`src/rtl/pipelined_adder.sv`:
```
// pipelined_adder
//   WIDTH-bit add/subtract unit built as a ripple of STAGES equal slices,
//   one slice per pipeline stage, with the carry registered between stages.
//   A single global stall (adv) moves every stage forward together, so the
//   valid/ready handshake on both ends behaves like a STAGES-deep skid-free
//   pipeline: when the output beat is not taken, nothing moves.
//
//   Stage k register contents:
//     valid_reg  - beat/bubble marker
//     a_reg      - operand a (upper slices still to be consumed)
//     b_reg      - effective operand b (already inverted for subtract)
//     sum_reg    - result slices 0..k, upper slices zero
//     carry_reg  - carry out of slice k
//   The last stage additionally holds the signed-overflow flag.
//
//   WIDTH must be >= 2, STAGES must divide WIDTH and lie in 1..WIDTH.
module pipelined_adder #(
  parameter int WIDTH  = 8,
  parameter int STAGES = 2
) (
  input  logic             clk,
  input  logic             reset,
  input  logic             in_valid,
  output logic             in_ready,
  input  logic [WIDTH-1:0] a,
  input  logic [WIDTH-1:0] b,
  input  logic             cin,
  input  logic             sub,
  output logic             out_valid,
  input  logic             out_ready,
  output logic [WIDTH-1:0] sum,
  output logic             cout,
  output logic             ovf
);

  localparam int SLICE = WIDTH / STAGES;

  // Global advance: the whole pipe moves unless a finished beat is waiting
  // on a consumer that is not ready.
  logic adv;

  // Operand preparation at the pipe entry: subtract is a + ~b + 1.
  logic [WIDTH-1:0] b_eff;
  logic             c0;

  assign b_eff = sub ? ~b : b;
  assign c0    = sub ? 1'b1 : cin;

  for (genvar gi = 0; gi < STAGES; gi++) begin : g_stage
    // Values presented by the predecessor (the inputs for stage 0).
    logic             src_valid;
    logic [WIDTH-1:0] src_a;
    logic [WIDTH-1:0] src_b;
    logic [WIDTH-1:0] src_sum;
    logic             src_carry;

    // This stage's registered state.
    logic             valid_reg;
    logic [WIDTH-1:0] a_reg;
    logic [WIDTH-1:0] b_reg;
    logic [WIDTH-1:0] sum_reg;
    logic             carry_reg;

    // Combinational slice adder and the updated partial result.
    logic [SLICE:0]   slice_add;
    logic [WIDTH-1:0] sum_next;

    if (gi == 0) begin : g_src_in
      assign src_valid = in_valid;
      assign src_a     = a;
      assign src_b     = b_eff;
      assign src_sum   = '0;
      assign src_carry = c0;
    end else begin : g_src_prev
      assign src_valid = g_stage[gi-1].valid_reg;
      assign src_a     = g_stage[gi-1].a_reg;
      assign src_b     = g_stage[gi-1].b_reg;
      assign src_sum   = g_stage[gi-1].sum_reg;
      assign src_carry = g_stage[gi-1].carry_reg;
    end

    // Add slice gi of both operands plus the carry arriving from below.
    assign slice_add = {1'b0, src_a[gi*SLICE +: SLICE]}
                     + {1'b0, src_b[gi*SLICE +: SLICE]}
                     + (SLICE+1)'(src_carry);

    // Splice the fresh slice into the lower slices computed earlier.
    always_comb begin
      sum_next                    = src_sum;
      sum_next[gi*SLICE +: SLICE] = slice_add[SLICE-1:0];
    end

    // Stage register: valid always follows on adv; payload only for real
    // beats so bubbles leave the last data untouched.
    always_ff @(posedge clk or posedge reset) begin
      if (reset) begin
        valid_reg <= 1'b0;
        a_reg     <= '0;
        b_reg     <= '0;
        sum_reg   <= '0;
        carry_reg <= 1'b0;
      end else if (adv) begin
        valid_reg <= src_valid;
        if (src_valid) begin
          a_reg     <= src_a;
          b_reg     <= src_b;
          sum_reg   <= sum_next;
          carry_reg <= slice_add[SLICE];
        end
      end
    end

    if (gi == STAGES - 1) begin : g_msb
      // Carry into the MSB recovered from the MSB sum bit and its operands.
      logic c_msb;
      logic ovf_reg;

      assign c_msb = src_a[WIDTH-1] ^ src_b[WIDTH-1] ^ slice_add[SLICE-1];

      // Signed overflow flag, registered alongside the final slice.
      always_ff @(posedge clk or posedge reset) begin
        if (reset) begin
          ovf_reg <= 1'b0;
        end else if (adv && src_valid) begin
          ovf_reg <= c_msb ^ slice_add[SLICE];
        end
      end
    end
  end

  assign out_valid = g_stage[STAGES-1].valid_reg;
  assign sum       = g_stage[STAGES-1].sum_reg;
  assign cout      = g_stage[STAGES-1].carry_reg;
  assign ovf       = g_stage[STAGES-1].g_msb.ovf_reg;

  assign adv      = !out_valid || out_ready;
  assign in_ready = adv;

endmodule

```
`config.mk`:
```
export PLATFORM = sky130hd
export DESIGN_NAME = pipelined_adder
export DESIGN_NICKNAME = d
export VERILOG_FILES = /design/src/rtl/pipelined_adder.sv
export SDC_FILE = /design/constraint.sdc
export NUM_CORES = 1
export LEC_CHECK = 0
export CAP_MARGIN = 20
export CORE_MARGIN = 2
export CORE_UTILIZATION = 51
export DETAILED_ROUTE_END_ITERATION = 7
export GPL_ROUTABILITY_DRIVEN = 0
export PLACE_DENSITY = 0.92
export SYNTH_ARGS = -nofsm -noshare
export SYNTH_HDL_FRONTEND = slang
export SYNTH_SLANG_ARGS = --single-unit
```
`constraint.sdc`:
```
create_clock -name clk -period 3.9 [get_ports clk]
set_input_delay 0.39 -clock clk [delete_from_list [all_inputs] [get_ports clk]]
set_output_delay 0.39 -clock clk [all_outputs]
set_load 0.1 [all_outputs]
```
==> results_dict.tcl <==
set metrics [dict create \
    status "complete, no violations" \
    drt_iter0_markers 6 \
    syn-num-nets 139 \
    cts_buffers 3 \
    maximum_level_of_the_cts_h_tree 1 \
    crit-reg2reg-launch "g_stage[0].a_reg[4]" \
    detail_route.wirelength_um 2390 \
    endpoint "in_ready" \
    startpoint_class "input port" \
    ff_latch_area_um2 626 \
    fraction_of_final_layout_cells_sized_beyond_drive_strength_1_pct 15.0 \
    fillerInstances 196 \
    clkSlewWorstSetupHoldPaths_ns 0.13 \
    syn_area_per_cell_um2 12.2 \
    crit_path_end_kind "output port" \
    first_global_vias 897 \
    global_route_wire_length_before_repair_um 3930 \
    met3_wirelength_um 81 \
    power.combinational.fraction_pct 59.4 \
    drt-met1-wl_um 943 \
    ys_async_sr_fraction_pct 100 \
    post_synth_num_cell_types 21 \
    multi_input_area_um2 633 \
    worst_ir_drop_on_vdd_mv 0.526 \
    postSynthRegisterBits 25 \
    overall_die_width_um 54.7 \
    syn-cell-area_um2 1310 \
    postcts_resize_cnt 0 \
    cp_data_arrival_time_ns 2.14 \
    yosysWarningCount 0 \
    fin_setup_tns_ns 0 \
    data_required_time_of_the_worst_path_ns 3.51 \
    synth-seq-area-share_pct 47.8 \
    period_needed_ns 2.53 \
    switchingPower_w 0.000653 \
    clockRootBuffer "clkbuf_4" \
    placeableCoreArea_um2 2450 \
    dr_total_vias 875 \
    worstMarginPinSlew_ns 0.976 \
    tritoncts "yes" \
    worst_reg2reg_path_depth 7 \
    placement.io_buffers 33 \
    capture_instance_of_the_worst_register_to_register_path "ovf" \
    slowest_stage_delay_on_critical_path_ns 1.14 \
    post_synth_edffs 0 \
    crit_top_cell "clkdlybuf4s50_1" \
    timing_hold_violations_final 0 \
    boundaryPins 34 \
    post_drt_via_cell_ratio 5.15 \
    ant_nets 0 \
    numClockSinks 25 \
    antenna_violations_before_repair 0 \
    remaining_design_rule_violation_count 0 \
    dr.max_layer_used "met4" \
    r2r_slack_ns 2.06 \
    max-cap-violations 0 \
    setup-violations-final 0 \
    global_route.usage.total_pct 19.4 \
    clock_power_share_pct 9.5 \
    core.rowCount 18 \
    routed_wire_length_per_instance_um 14.1 \
    slew_violations 0 \
    cts_setup_buffers 0 \
    finalPower_w 0.00126 \
    critical-path-slowest-cell "clkdlybuf4s50_1" \
    seq_power_share_pct 31.1 \
    total_leakage_power_nw 0.771 \
    area_growth_syn_to_layout_pct 27.9 \
    rsz0062_at_grt "false" \
    clockBufferDepth 2 \
    dp_cells 166 \
    power_density_nw_per_um2 749 \
    power_switching_share_pct 52.0 \
    maxSlewHeadroom_pct 34.7 \
    timing.critical_path.cells "clkdlybuf4s50_1 -> nand2b_4 -> clkdlybuf4s50_1" \
    layout_worst_path_cycle_share_pct 64.8 \
    worstHoldPathType "reg -> reg" \
    largest_register_ffs 8 \
    clk-insertion-delay-late_ns 0.32 \
    grt_start_max_net_pins 26 \
    path_max_fanout 5 \
    hpwl_detailed_um 1790 \
    internal-power_w 0.000602 \
    timing.clock.skew_ns 0.00778 \
    detailroute.wirelength.met2_um 1310 \
    maxClockFrequency_mhz 396 \
    diodes 0 \
    nNetsFinal 173 \
    die_h_um 54.7 \
    initial_utilization_pct 53.4 \
    die_area_um2 2990 \
    startpoint "out_ready" \
    synthCells 107 \
    layoutNonFillerInstCount 170 \
    cts_hold_repair.buffers 0 \
    worst-setup-path-type "in -> out" \
    firstDrtPassIters 4 \
    grt_remaining_overflow 0 \
    synth-main-ff-cell "dfrtp_1" \
]
[Yosys cell counts (2+ instances only)]
cell type	n	share of area, %
xor2_1	9	6.0
a21o_1	3	1.7
xnor2_1	4	2.7
a21oi_1	4	1.5
nand2_1	11	3.2
mux2_4	7	8.0
fa_1	4	6.1
buf_6	2	1.7
inv_1	5	1.4
o21ai_0	11	4.2
dfrtp_1	25	48
ha_1	6	5.7
mux2_2	5	4.3
buf_2	2	0.76
nor2_1	3	0.86
[logic make-up after synthesis]
kind of cell	after synthesis	share of synthesized area [%]
AND/OR/NAND/NOR	19	7.35
flip-flops	25	47.8
buffers and inverters	9	3.92
AO/OA/AOI/OAI	19	8.12
multiplexers	12	12.3
adder cells (fa/ha/maj)	10	11.8
XOR/XNOR	13	8.69
[power by group through the flow]
stage | sequential (W) | clock, W | combinational (W)
final | 0.000390 | 0.000119 | 0.000746
after global routing | 0.000402 | 0.000135 | 0.000782
after CTS | 0.000392 | 0.000125 | 0.000751
after detailed placement | 0.000396 | 0 | 0.000745
after global placement | 0.000391 | 0 | 0.000730
after floorplan | 0.000769 | 0 | 0.000200
[final cells by class]
| cell class | instances | share of cell area [%] |
|---|---|---|
| clock buffers | 3 | 1.34 |
| clock inverters | 1 | 0.448 |
| inverters | 5 | 1.12 |
| multi-input cells | 73 | 37.8 |
| flip-flops and latches | 25 | 37.3 |
| well taps | 30 | 2.24 |
| repair buffers | 33 | 19.7 |
[critical path, delay by kind of cell]
| family | cells | cell delay, ns |
|---|---|---|
| AND/OR/NAND/NOR | 1 | 0.15 |
| buffers and inverters | 2 | 1.59 |
[layer usage]
| layer | GRT usage [%] | up-vias |
|---|---|---|
| li1 | - | 422 |
| met4 | 10.0 | 0 |
| met3 | 2.46 | 5 |
| met5 | 0 | - |
| met2 | 35.5 | 26 |
| met1 | 21.7 | 422 |
[worst min-delay path by stage]
stage	start	endpoint	cells after the start
2_1_floorplan	reset	cout	1
3_3_place_gp	sum[7]	sum[7]	2
3_5_place_dp	sum[7]	sum[7]	2
4_1_cts	sum[6]	sum[6]	2
5_1_grt	sum[6]	sum[6]	2
6_report	sum[6]	sum[6]	2
[stage by stage]
step / worst slack, ns / hold slack (ns) / cell area (um2) / utilization, %
after global routing: 1.30 / 0.519 / 1680 / 68.2
after global placement: 1.13 / 0.460 / 1650 / 67.0
after CTS: 1.37 / 0.501 / 1680 / 68.2
after floorplan: 1.74 / 0.417 / 1310 / -
after detailed placement: 1.04 / 0.470 / 1650 / 67.0
final: 1.37 / 0.496 / 1680 / 68.2
[placed cells by master, fill, tap and decap left out, drive strengths merged, types with 4 or more instances in the layout]
master         instances
clkdlybuf4s50         33
dfrtp                 25
nand2                 13
mux2                  12
o21ai                 11
xor2                   9
ha                     6
inv                    5
a21oi                  5
xnor2                  4
fa                     4
No activity file was read; power rests on OpenSTA's default activity.
